[src/rtl/fetch_unit_if.sv]
`default_nettype none
// +----------------------------------------------------------------------------+
// | fetch_unit_if : instruction-memory, redirect and decode-side signal bundle |
// | Revision 1.0                                                               |
// +----------------------------------------------------------------------------+
interface fetch_unit_if;
    logic        imem_req;
    logic [31:0] imem_addr;
    logic        imem_gnt;
    logic        imem_rvalid;
    logic [31:0] imem_rdata;
    logic        redirect;
    logic [31:0] redirect_pc;
    logic [31:0] instruccion;
    logic [31:0] pc_out;
    logic        valid;
    logic        ready;

    modport master (
        output imem_req, imem_addr, instruccion, pc_out, valid,
        input  imem_gnt, imem_rvalid, imem_rdata, redirect, redirect_pc, ready
    );

    modport slave (
        input  imem_req, imem_addr, instruccion, pc_out, valid,
        output imem_gnt, imem_rvalid, imem_rdata, redirect, redirect_pc, ready
    );
endinterface
`default_nettype wire

[src/rtl/fetch_unit.sv]
`default_nettype none
// +----------------------------------------------------------------------------+
// | fetch_unit : RV32I fetch stage - PC, imem request/response, output FIFO    |
// | Revision 1.0                                                               |
// +----------------------------------------------------------------------------+
module fetch_unit #(
    parameter logic [31:0] RESET_PC = 32'h0000_0000,
    parameter int          DEPTH    = 4
) (
    input  wire logic     clk,
    input  wire logic     rst_n,
    fetch_unit_if.master  bus
);
    localparam int          PW      = $clog2(DEPTH);
    localparam int          CW      = PW + 1;
    localparam logic [CW:0] C_DEPTH = (CW+1)'(DEPTH);
    localparam logic [31:0] C_NOP   = 32'h0000_0013;

    logic [31:0]   r_pc;
    logic [31:0]   r_fifo_data [DEPTH];
    logic [31:0]   r_fifo_pc   [DEPTH];
    logic [31:0]   r_ifq_pc    [DEPTH];
    logic [PW-1:0] r_wr_ptr;
    logic [PW-1:0] r_rd_ptr;
    logic [PW-1:0] r_ifq_wr;
    logic [PW-1:0] r_ifq_rd;
    logic [CW-1:0] r_count;
    logic [CW-1:0] r_inflight;
    logic [CW-1:0] r_discard;
    logic          r_run;

    logic          w_req;
    logic          w_grant;
    logic          w_resp;
    logic          w_keep;
    logic          w_valid;
    logic          w_pop;
    logic [CW:0]   w_used;
    logic          w_unused;

    // Credit covers buffered, in-flight and to-be-dropped words so the FIFO never overflows
    assign w_used   = {1'b0, r_count} + {1'b0, r_inflight} + {1'b0, r_discard};
    assign w_req    = r_run && (w_used < C_DEPTH);
    assign w_grant  = w_req && bus.imem_gnt;
    assign w_resp   = bus.imem_rvalid && ((r_inflight != '0) || (r_discard != '0));
    assign w_keep   = w_resp && (r_discard == '0);
    assign w_valid  = (r_count != '0);
    assign w_pop    = w_valid && bus.ready;
    assign w_unused = ^bus.redirect_pc[1:0];

    assign bus.imem_req    = w_req;
    assign bus.imem_addr   = r_pc;
    assign bus.valid       = w_valid;
    assign bus.instruccion = w_valid ? r_fifo_data[r_rd_ptr] : C_NOP;
    assign bus.pc_out      = w_valid ? r_fifo_pc[r_rd_ptr]   : 32'h0;

    always_ff @(posedge clk or negedge rst_n) begin
        if (!rst_n) begin
            r_pc       <= RESET_PC;
            r_wr_ptr   <= '0;
            r_rd_ptr   <= '0;
            r_ifq_wr   <= '0;
            r_ifq_rd   <= '0;
            r_count    <= '0;
            r_inflight <= '0;
            r_discard  <= '0;
            r_run      <= 1'b0;
        end else begin
            r_run <= 1'b1;
            if (bus.redirect) begin
                // Everything granted so far becomes wrong-path; a response this cycle is dropped
                r_pc       <= {bus.redirect_pc[31:2], 2'b00};
                r_discard  <= r_discard + r_inflight + CW'(w_grant) - CW'(w_resp);
                r_inflight <= '0;
                r_count    <= '0;
                r_wr_ptr   <= '0;
                r_rd_ptr   <= '0;
                r_ifq_wr   <= '0;
                r_ifq_rd   <= '0;
            end else begin
                if (w_grant) begin
                    r_pc     <= r_pc + 32'd4;
                    r_ifq_wr <= r_ifq_wr + PW'(1);
                end
                if (w_resp && !w_keep) begin
                    r_discard <= r_discard - CW'(1);
                end
                if (w_keep) begin
                    r_ifq_rd <= r_ifq_rd + PW'(1);
                    r_wr_ptr <= r_wr_ptr + PW'(1);
                end
                if (w_pop) begin
                    r_rd_ptr <= r_rd_ptr + PW'(1);
                end
                r_inflight <= r_inflight + CW'(w_grant) - CW'(w_keep);
                r_count    <= r_count + CW'(w_keep) - CW'(w_pop);
            end
        end
    end

    always_ff @(posedge clk) begin
        if (w_grant && !bus.redirect) begin
            r_ifq_pc[r_ifq_wr] <= r_pc;
        end
        if (w_keep && !bus.redirect) begin
            r_fifo_data[r_wr_ptr] <= bus.imem_rdata;
            r_fifo_pc[r_wr_ptr]   <= r_ifq_pc[r_ifq_rd];
        end
    end
endmodule
`default_nettype wire

[src/flat_wrapper.sv]
// flat-port wrapper written by rule: the top's interface ports become plain ports
module fetch_unit_flat 
#(
    parameter logic [31:0] RESET_PC = 32'h0000_0000,
    parameter int          DEPTH    = 4
)
  (clk, rst_n, bus_imem_req, bus_imem_addr, bus_instruccion, bus_pc_out, bus_valid, bus_imem_gnt, bus_imem_rvalid, bus_imem_rdata, bus_redirect, bus_redirect_pc, bus_ready);
  fetch_unit_if bus_i ();
  input  wire logic clk;
  input  wire logic rst_n;
  output wire logic [$bits(bus_i.imem_req)-1:0] bus_imem_req;
  output wire logic [$bits(bus_i.imem_addr)-1:0] bus_imem_addr;
  output wire logic [$bits(bus_i.instruccion)-1:0] bus_instruccion;
  output wire logic [$bits(bus_i.pc_out)-1:0] bus_pc_out;
  output wire logic [$bits(bus_i.valid)-1:0] bus_valid;
  input wire logic [$bits(bus_i.imem_gnt)-1:0] bus_imem_gnt;
  input wire logic [$bits(bus_i.imem_rvalid)-1:0] bus_imem_rvalid;
  input wire logic [$bits(bus_i.imem_rdata)-1:0] bus_imem_rdata;
  input wire logic [$bits(bus_i.redirect)-1:0] bus_redirect;
  input wire logic [$bits(bus_i.redirect_pc)-1:0] bus_redirect_pc;
  input wire logic [$bits(bus_i.ready)-1:0] bus_ready;
  assign bus_imem_req = bus_i.imem_req;
  assign bus_imem_addr = bus_i.imem_addr;
  assign bus_instruccion = bus_i.instruccion;
  assign bus_pc_out = bus_i.pc_out;
  assign bus_valid = bus_i.valid;
  assign bus_i.imem_gnt = bus_imem_gnt;
  assign bus_i.imem_rvalid = bus_imem_rvalid;
  assign bus_i.imem_rdata = bus_imem_rdata;
  assign bus_i.redirect = bus_redirect;
  assign bus_i.redirect_pc = bus_redirect_pc;
  assign bus_i.ready = bus_ready;
  fetch_unit #(.RESET_PC(RESET_PC), .DEPTH(DEPTH)) u_core (.clk(clk), .rst_n(rst_n), .bus(bus_i));
endmodule
[config.mk]
export PLATFORM = sky130hd
export DESIGN_NAME = fetch_unit_flat
export DESIGN_NICKNAME = d
export VERILOG_FILES = /design/src/rtl/fetch_unit_if.sv /design/src/rtl/fetch_unit.sv /design/src/flat_wrapper.sv
export SDC_FILE = /design/constraint.sdc
export NUM_CORES = 1
export LEC_CHECK = 0
export ABC_AREA = 1
export CAP_MARGIN = 20
export CORE_ASPECT_RATIO = 0.7
export CORE_MARGIN = 3
export CORE_UTILIZATION = 40
export CTS_CLUSTER_DIAMETER = 100
export CTS_CLUSTER_SIZE = 14
export DETAILED_ROUTE_END_ITERATION = 10
export DONT_BUFFER_PORTS = 1
export GPL_TIMING_DRIVEN = 0
export SYNTH_ARGS = -nofsm -noshare
export SYNTH_HDL_FRONTEND = slang
export SYNTH_SLANG_ARGS = --single-unit
export TNS_END_PERCENT = 5
[constraint.sdc]
create_clock -name clk -period 5.8 [get_ports clk]
set_input_delay 1.16 -clock clk [delete_from_list [all_inputs] [get_ports clk]]
set_output_delay 1.16 -clock clk [all_outputs]
set_load 0.05 [all_outputs]
Word level (Yosys, flattened, before mapping)
Memory sizes are Yosys's and may differ from the RTL's.
Index checks and enable logic that the tools add are counted.
{ "totals": {"ff_bits": 50, "ramBits": 384, "in_bits": 70, "wordCells": 67, "mem_count": 3} }
{ "mem_list": {"columns": ["memory", "words", "width", "read_ports", "rd_clocked_by_memory_dff", "wr", "line", "source"], "rows": [
  ["u_core.r_fifo_data", 4, 32, 1, 0, 1, "fetch_unit.sv:20", "logic [31:0] r_fifo_data [DEPTH];"],
  ["u_core.r_fifo_pc", 4, 32, 1, 0, 1, "fetch_unit.sv:21", "logic [31:0] r_fifo_pc [DEPTH];"],
  ["u_core.r_ifq_pc", 4, 32, 1, 0, 1, "fetch_unit.sv:22", "logic [31:0] r_ifq_pc [DEPTH];"]
]} }
{ "classes": {"add_sub_neg": 15, "magnitude_cmp": 1, "muxes": 20, "n_reduce_logical": 19} }
{ "op_table": {"columns": ["cell", "n"], "rows": [
  ["$mux 32", 4],
  ["$add 32x3->32 const B", 1],
  ["$mux 2", 8],
  ["$mux 3", 4],
  ["$add 3x1->3", 3],
  ["$reduce_bool 3->1", 3],
  ["$sub 3x1->3", 3],
  ["$add 2x1->2 const B", 4],
  ["$logic_and 1x1->1", 8],
  ["$reduce_bool 2->1", 4],
  ["$add 3x3->4", 1],
  ["$add 4x3->4", 1],
  ["$lt 4x3->1 const B", 1],
  ["$mux 1", 4],
  ["$add 3x3->3", 1],
  ["$logic_not 3->1", 1],
  ["$sub 3x1->3 const B", 1],
  ["$logic_not 1->1", 2],
  ["$logic_or 1x1->1", 1]
]} }

Depth between registers and ports, before layout
{ "depth": {"depth_word": 8, "ltp_mapped": 16, "ltp_nobuf": 15} }

Worst setup path after synthesis
No wires, ideal clock.
{ "synth_path": {"kind": "input to register", "startpoint": "in bus_redirect", "endpoint": "mem u_core.r_fifo_data[0][0], enable pin", "setup_ns": 0.482, "arrival_ns": 4.157, "required_time_ns": 5.318, "path_slack_ns": 1.161, "cell_stages": 4, "path_buffers": 1, "cell_sequence": "inv_2 > buf_2 > nand2_1 > nor2_1"} }
{ "synth_via": {"elab_chain_cells": 4} }
{ "synth_rtl": {"columns": ["item", "line", "source"], "rows": [
  ["from (decl)", "flat_wrapper.sv:19", "input wire logic [$bits(bus_i.redirect)-1:0] bus_redirect;"],
  ["$logic_not 1->1", "fetch_unit.sv:105", "if (w_keep && !bus.redirect) begin"],
  ["$logic_and 1x1->1", "fetch_unit.sv:105", null],
  ["$mux 1", "fetch_unit.sv:105", null],
  ["$mux 1 (not written as such)", "fetch_unit.sv:106", "r_fifo_data[r_wr_ptr] <= bus.imem_rdata;"],
  ["to (decl)", "fetch_unit.sv:20", null]
]} }
Every way passes these cells.

Worst setup path in the final report
{ "layout_path": {"startpoint": "reg u_core.r_count[2]", "endpoint": "out bus_instruccion[22]"} }
{ "layout_via": {"elab_chain_cells": 2} }
{ "layout_rtl": {"columns": ["item", "line", "source"], "rows": [
  ["from (decl)", "fetch_unit.sv:27", "logic [CW-1:0] r_count;"],
  ["from (signal assigned)", "fetch_unit.sv:96", "r_count <= r_count + CW'(w_keep) - CW'(w_pop);"],
  ["$reduce_bool 3->1", "fetch_unit.sv:47", "assign w_valid = (r_count != '0);"],
  ["via bus_valid", "flat_wrapper.sv:15", "output wire logic [$bits(bus_i.valid)-1:0] bus_valid;"],
  ["$mux 32", "fetch_unit.sv:54", "assign bus.instruccion = w_valid ? r_fifo_data[r_rd_ptr] : C_NOP;"],
  ["to (decl)", "flat_wrapper.sv:13", "output wire logic [$bits(bus_i.instruccion)-1:0] bus_instruccion;"]
]} }
The timed path passes the listed nets, and every way through them passes these cells.

==> metrics <==
fmax 225 MHz; Yosys top cell area share 0.628; Flop pwr share 0.436; Ports 168; Hold-fix buffers, CTS 0; worst setup margin 1360 ps; n_diodes 0; row count 63; CP startpoint u_core.r_count[2]$_DFF_PN0_; most frequent cells in the layout 368 x edfxtp_1, 357 x nor2_1, 187 x o21ai_0, 178 x nand2_1, 81 x inv_1; startpoint type of the worst setup path flop; WP data required 4640 ps; share of cells above drive strength 1 0.0910; ys flop type edfxtp_1; Clk pwr share 0.233; fin cells 2233; GPL Wtd Cong 0.851; area delta synth->final 13.0%; final core occ 0.464; Die Wd 257 µm; combinational power share 0.332; cells resized by post-CTS repair 0; synthesized area 17600 µm²; Cells after Synth 1555; first-pass GRT wire length 68500 µm; Pwr Density 469 nW/µm²; outcome completed; Layout Nets 1726; Vias 11400; critical path capture point type primary output; Worst-Margin Slew 1170 ps; CTS H-tree lvls 2; DRT antenna net count 0; CTS tree yes; Area contributors post-synth edfxtp_1 63%, nor2_1 7.8%, dfrtp_1 6.8%; flops & latches, synth 416; CTS Buf Count 35; Worst IR Drop VDD 0.202 mV; Max-cap violations 0; starting density of the core 0.410; 1st-iter DRT viols 990; DR WL/cell 20.2 µm; vias in the first global route 10900; Rel. slew slack 0.224; total gr overflow 0; Max Root-Sink Buffers 3; P_leak 7.10 nW; dpl hpwl 30000 µm; Routed WL 45100 µm; Final Skew 12.7 ps; worst hold path type in -> async; clock slew at reported path FFs 70 ps; initial antenna violation count 0; Reg-to-Reg Start u_core.r_inflight[1]$_DFF_PN0_; Final setup viols 0; area leader, netlist edfxtp_1; Synth cell types 37; register area share after synthesis 0.697; pre-CTS setup slack 1850 ps; number of synthesized flops with an enable pin 368; commonest non-fill, non-tap cell in the layout edfxtp_1; vias per cell 5.09; NetSw 3.92 mW; syn avg cell area 11.3 µm²; clk_lat worst skew 530 ps; clock sinks 416; Tcrit/Tclk final 0.766; core area 42900 µm²; Die ar. 46600 µm²; Die Ht 181 µm; P_int 5.40 mW; Slew Viols, Final 0; total track usage 0.191; root buf cell clkbuf_16; Placed Cells incl. Taps 2177; Hold WS 327 ps; DR pass1 iterations 5; Post-CTS Setup Inserts 0; synthesis warning total 0; drt drc 0; WP data arrival 3280 ps; ys async rst share 0.115; Max FO, Critical Path 10; Hold Fails Final Rpt 0; kind of critical path reg -> out; unrepaired setup endpoints after global routing no; PortBufs 0; switching portion of total power 0.421; crit path time final 4440 ps; largest net degree at the start of global routing 49; setup_tns 0 ps
critical path, stage by stage (launching register included):
cell and delay [ps]:
dfrtp_1 410, nor2_1 60, nand2_1 630, inv_2 250
buf_2 280, buf_4 210, a21oi_1 890
final timing paths:
kind,endpoint,slack [ps],depth (start not counted)
hold / removal,u_core.bus.imem_addr[30]$_DFFE_PN0N_,330,0
hold reg to reg,u_core.r_discard[1]$_DFFE_PN0P_,630,2
min in group clk,u_core.r_discard[1]$_DFFE_PN0P_,630,2
max in group asynchronous,u_core.r_rd_ptr[0]$_DFFE_PN0P_,5310,0
setup / recovery,bus_instruccion[22],1360,6
setup reg to reg,u_core.r_discard[2]$_DFFE_PN0P_,2130,15
metal layers:
layer  GRT usage  up-vias  part of all wire
li1            -     5494                 -
met1       0.276     5518              0.46
met2       0.299      320              0.46
met3      0.0429       44             0.073
met4      0.0333        0             0.014
met5           0        -                 0
per-stage QoR:
step / cell area (µm²) / power [mW]
2_1_floorplan: 17600 / 6.26
3_3_place_gp: 18300 / 7.00
3_5_place_dp: 18900 / 7.25
4_1_cts: 19900 / 9.40
5_1_grt: 19900 / 9.77
6_report: 19900 / 9.32
cells in the mapped netlist (all sizes together) (13+ instances only):
library cell  instances
edfxtp              368
o22ai                30
inv                  88
buf                  39
a21oi                64
ha                   19
xor2                 13
nor2                377
nand3                47
o21ai               203
clkbuf               42
nand2               183
dfrtp                48
registers in the layout, summed over array words and instances, names as in the netlist:
| name | count |
|---|---|
| u_core.r_ifq_rd | 2 |
| u_core.r_fifo_pc | 120 |
| u_core.r_ifq_pc | 120 |
| u_core.r_fifo_data | 128 |
| u_core.r_run | 1 |
| u_core.bus.imem_addr | 30 |
| u_core.r_discard | 3 |
| u_core.r_wr_ptr | 2 |
| u_core.r_inflight | 3 |
| u_core.r_rd_ptr | 2 |
| u_core.r_count | 3 |
| u_core.r_ifq_wr | 2 |
area by class of cell:
type	count	area, µm²
plain buffers	81	392
clock buffers	54	967
multi-input cells	972	4700
repair buffers	35	490
flip-flops and latches	416	12300
inverters	89	337
well taps	585	732
fillers	3867	23000
clock inverters	1	8.76
logic make-up after synthesis:
logic type	after synthesis	share of synthesized area
AND/OR/NAND/NOR	613	0.139
flip-flops	416	0.697
AO/OA/AOI/OAI	312	0.0931
buffers and inverters	170	0.0414
adder cells (fa/ha/maj)	26	0.0215
XOR/XNOR	16	0.00797
other	2	0.000427
power by group through the flow:
| stage | clock network, mW | logic (mW) | registers, mW |
|---|---|---|---|
| floorplan | 0 | 2.25 | 4.01 |
| global placement | 0 | 2.87 | 4.13 |
| detailed placement | 0 | 3.11 | 4.13 |
| CTS | 2.21 | 3.12 | 4.07 |
| global route | 2.33 | 3.35 | 4.09 |
| finish | 2.17 | 3.09 | 4.06 |
Power figures use the tool's default switching activity.
